==> src/rtl/bmc_accum_hist.sv <==
// Odd-accumulator with a circular history memory and selectable tap modes.
// Each enabled step logs the counter, then adds one tapped history entry and an odd increment.
module bmc_accum_hist #(
  parameter int DW      = 8,
  parameter int AW      = 5,
  parameter int IW      = 2,
  parameter int DEF_VAL = 13
) (
  input  logic          clk,
  input  logic          rst,
  input  logic          en,
  input  logic [1:0]    mode,
  input  logic [IW-1:0] inc_sel,
  input  logic [AW-1:0] rd_idx,
  output logic [DW-1:0] counter_o,
  output logic [AW-1:0] addr_o,
  output logic [DW-1:0] tap_o,
  output logic          tap_hit_o,
  output logic          wrapped_o,
  output logic          prop_ok_o,
  output logic          fail_o
);

  localparam int            DEPTH     = 1 << AW;
  localparam logic [AW-1:0] ADDR_ONE  = AW'(1);
  localparam logic [AW-1:0] ADDR_LAST = AW'(DEPTH - 1);
  localparam logic [DW-1:0] DEF_W     = DW'(DEF_VAL);

  localparam logic [1:0] MODE_HALF   = 2'd0;
  localparam logic [1:0] MODE_PREV   = 2'd1;
  localparam logic [1:0] MODE_OLDEST = 2'd2;

  logic [DW-1:0]    mem_q [DEPTH];
  logic [DEPTH-1:0] valid_q, valid_d;
  logic [DEPTH-1:0] wr_sel;
  logic [AW-1:0]    addr_q, addr_d;
  logic [DW-1:0]    counter_q, counter_d;
  logic             wrapped_q, wrapped_d;
  logic             fail_q, fail_d;
  logic [AW-1:0]    tap_idx;
  logic [DW-1:0]    t2;

  always_comb begin
    case (mode)
      MODE_HALF:   tap_idx = addr_q >> 1;
      MODE_PREV:   tap_idx = addr_q - ADDR_ONE;
      MODE_OLDEST: tap_idx = addr_q + ADDR_ONE;
      default:     tap_idx = rd_idx;
    endcase
  end

  // Asynchronous read sees pre-write contents, so a tap at addr_q reads the old entry.
  assign tap_hit_o = valid_q[tap_idx];
  assign tap_o     = tap_hit_o ? mem_q[tap_idx] : DEF_W;
  assign t2        = DW'({inc_sel, 1'b1});

  genvar gi;
  generate
    for (gi = 0; gi < DEPTH; gi++) begin : g_wr_sel
      assign wr_sel[gi] = en && (addr_q == AW'(gi));
    end
  endgenerate

  always_comb begin
    counter_d = counter_q;
    addr_d    = addr_q;
    wrapped_d = wrapped_q;
    valid_d   = valid_q | wr_sel;
    fail_d    = fail_q | ~counter_q[0];
    if (en) begin
      counter_d = counter_q + tap_o + t2;
      addr_d    = addr_q + ADDR_ONE;
      if (addr_q == ADDR_LAST) begin
        wrapped_d = 1'b1;
      end
    end
  end

  always_ff @(posedge clk) begin
    if (rst) begin
      addr_q    <= '0;
      counter_q <= DW'(1);
      valid_q   <= '0;
      wrapped_q <= 1'b0;
      fail_q    <= 1'b0;
    end else begin
      addr_q    <= addr_d;
      counter_q <= counter_d;
      valid_q   <= valid_d;
      wrapped_q <= wrapped_d;
      fail_q    <= fail_d;
    end
  end

  // Contents survive reset; the valid bits hide stale entries.
  always_ff @(posedge clk) begin
    if (en && !rst) begin
      mem_q[addr_q] <= counter_q;
    end
  end

  assign counter_o = counter_q;
  assign addr_o    = addr_q;
  assign wrapped_o = wrapped_q;
  assign prop_ok_o = counter_q[0];
  assign fail_o    = fail_q;

endmodule

==> config.mk <==
export PLATFORM = sky130hd
export DESIGN_NAME = bmc_accum_hist
export DESIGN_NICKNAME = d
export VERILOG_FILES = /design/src/rtl/bmc_accum_hist.sv
export SDC_FILE = /design/constraint.sdc
export NUM_CORES = 1
export LEC_CHECK = 0
export CORE_MARGIN = 3
export CORE_UTILIZATION = 30
export DETAILED_ROUTE_END_ITERATION = 10
export GPL_TIMING_DRIVEN = 0
export MAX_ROUTING_LAYER = met4
export SLEW_MARGIN = 5
export SYNTH_ARGS = -nofsm -noshare
export SYNTH_HDL_FRONTEND = slang
export SYNTH_SLANG_ARGS = --single-unit
==> constraint.sdc <==
create_clock -name clk -period 7.1 [get_ports clk]
set_clock_uncertainty 0.05 [all_clocks]
set_input_delay 1.42 -clock clk [delete_from_list [all_inputs] [get_ports clk]]
set_output_delay 1.42 -clock clk [all_outputs]
set_load 0.01 [all_outputs]
==> out/qor.csv <==
metric,value,unit
syn_nets,1105,
r2r-start,addr_o[0],
fill_cells,4122,
fin_tns_setup,0,ns
synth.most_common_cell,nand2_1,
synthArstFlopShare,0,
synth-seq-cells,303,
grt_pass1_vias,8461,
clk_pin_slew,0.06,ns
yosysWarningCount,0,
cp_max_fo,10,
max_freq,144.4,MHz
routedWlPerCell,20.66,um
synth_top_area_share,0.5883,
rr_endpoint,counter_o[7],
critPathBufInv,6,
power_leakage,5.644,nW
crit_path_max_incr_delay,0.56,ns
drt_iter0_drc,990,
dp_hpwl,24.01,mm
grt_remaining_overflow,0,
antenna_found_initial,0,
synth_top_area_cell,edfxtp_1,
initial_core_util,0.3074,
root_buffer,clkbuf_16,
avgViaCountPerCell,5.093,
rows,75,
io_buffers,34,
ir_drop,0.2195,mV
worst_path_dominant_cell_family,compound AO/OA/AOI/OAI gates,
vias,8856,
clk-insertion-delay-late,0.57,ns
layout.nets,1171,
hp-start,valid_q[29],
hold_viol_final,0,
multi_input_area,0.004074,sq mm
die_area,0.04610,sq mm
relSlewSlack,0.1900,
status,completed,
tightest_slew,1.213,ns
top_level_ports,37,
worst_path_most_repeated_cell,o21a_1,
numCtsBuffers,31,
synth_area_leaders,"edfxtp_1, nand2_1, dfxtp_1, mux2i_1, and3_1",
powerDensity,307.6,mW/mm^2
syn_area,0.01307,sq mm
cp-start-kind,input port,
ctsHoldBuffers,0,
crit_type,input port to register,
report.final.slew_viol_count,0,
placed_cell_area,0.01413,sq mm
grt_max_degree,37,
rsz0062_at_grt,false,
drc_errors,0,
final_core_util,0.3595,
r2r_cells,27,
fin_crit_sh,0.9757,
maxCapViolations,0,
syn_area_per_cell,12.20,sq um
drt-total-wl,35.93,mm
design_area,0.01528,sq mm
arrival,7.37,ns
slowest_stage,clkdlybuf4s50_1,
grt_pass1_wl,53.07,mm
cts.htree.levels,1,
synth_seq_area_share,0.6603,
ant_nets,0,
syn_inst,1071,
synth-edff-count,256,
hp-class,register to register,
ys_top_cells_by_count,"nand2_1, edfxtp_1, dfxtp_1, and3_1, nand3_1",
final.min_clock_period,6.927,ns
dr.pass1.iters,7,
grt.total_usage,0.1541,
setup_viol,0,
antenna_cells,0,
syn2layout_area_growth,16.96,%
power.total,4.702,mW
crit_required,7.54,ns
hold_depth,1,
final_layout_size_suffix_gt1_frac,0.1093,
core_area,0.04251,sq mm
register_area,0.008637,sq mm
r2r_slack,0.69,ns
cts_buffer_depth,3,
die_w,214.7,um
gp_congestion,0.8769,
cts.sink_count,303,
synth_cell_types,65,
ys.flop_type,edfxtp_1,
end_kind,register,
die_height,214.7,um
whs_endpoint,valid_q[29],
tritoncts,built,
-- registers in the layout, summed over array words and instances (netlist names) --
register,count
counter_o,8
mem_q,256
addr_o,5
valid_q,32
wrapped_o,1
fail_o,1
-- kinds of logic (layout without fill, tap and decap cells) --
kind of cell | count (synthesis) | after routing | synth area share
adder cells (fa/ha/maj) | 22 | 22 | 0.02279
multiplexers | 31 | 31 | 0.02394
flip-flops | 303 | 303 | 0.6603
XOR/XNOR | 7 | 7 | 0.004692
AND/OR/NAND/NOR | 449 | 449 | 0.1548
buffers and inverters | 87 | 178 | 0.03447
AO/OA/AOI/OAI | 172 | 172 | 0.09901
-- cells in the final DEF, fill, tap and decap left out, types with 3 or more instances in the layout --
cell	count
and2_1	33
mux2i_1	28
dfxtp_2	7
buf_2	20
a211oi_1	22
clkinv_2	5
clkbuf_1	21
nand4_1	8
clkinv_1	9
bufinv_16	5
nor2_1	31
a21oi_1	16
buf_6	4
a31oi_1	30
and3_1	45
inv_1	13
clkinv_4	3
ha_1	19
clkbuf_4	4
a211oi_2	4
clkbuf_2	6
o211ai_1	4
a21o_1	30
nand3_1	41
nand2_1	269
xnor2_1	5
or3b_1	3
fa_1	3
clkdlybuf4s50_1	34
dfxtp_1	40
o21a_1	7
a311oi_2	3
clkbuf_16	31
nor3_1	5
edfxtp_1	256
a311oi_1	27
buf_4	20
-- worst max path at each step --
stage | from | endpoint | slack, ns | cells past startpoint
2_1_floorplan | mode[0] | counter_o[7] | 0.95 | 26
3_3_place_gp | mode[1] | counter_o[7] | -0.79 | 24
3_5_place_dp | mode[1] | counter_o[7] | -0.85 | 24
4_1_cts | mode[1] | counter_o[7] | 0.01 | 26
5_1_grt | mode[1] | counter_o[7] | 0.008 | 21
6_report | mode[1] | counter_o[7] | 0.17 | 25
-- routing by layer --
| metal | routed length, um | part of all wire | vias to the layer above | track usage |
|---|---|---|---|---|
| li1 | - | - | 4063 | - |
| met1 | 15750 | 0.44 | 4372 | 0.2077 |
| met2 | 16430 | 0.46 | 343 | 0.2389 |
| met3 | 2629 | 0.073 | 78 | 0.02754 |
| met4 | 1129 | 0.031 | 0 | 0.04591 |
| met5 | 0 | 0 | - | - |
-- through the flow --
stage	cells	setup WS [ns]	hold WS [ns]
floorplan	1071	0.9532	0.3758
global placement	1682	-0.7864	0.3822
detailed placement	1682	-0.8512	0.3883
CTS	1739	0.01082	0.4023
global route	1739	0.008251	0.4149
finish	1739	0.1728	0.4002
-- what timing repair did --
item | CTS | global route
endpoints found under the setup margin | 5 | 2
hold endpoints to repair | 0 | 0
resized for setup | 9 | 24
pin swaps | 0 | 3
buffers inserted | 0 | 1
-- power breakdown --
part	switching, mW	internal (mW)
combinational	0.483	0.305
sequential	0.174	2.08
clock	0.676	0.981
total	1.33	3.37
-- area by class of cell --
type	instances	area share
Timing Repair Buffer	35	0.02276
Buffer	70	0.02693
Tap cell	577	0.04724
Clock inverter	22	0.01572
Inverter	15	0.003684
Multi-Input combinational cell	681	0.2666
Sequential cell	303	0.5651
Clock buffer	36	0.05199
Note: power is estimated with default switching activity, not from simulation.
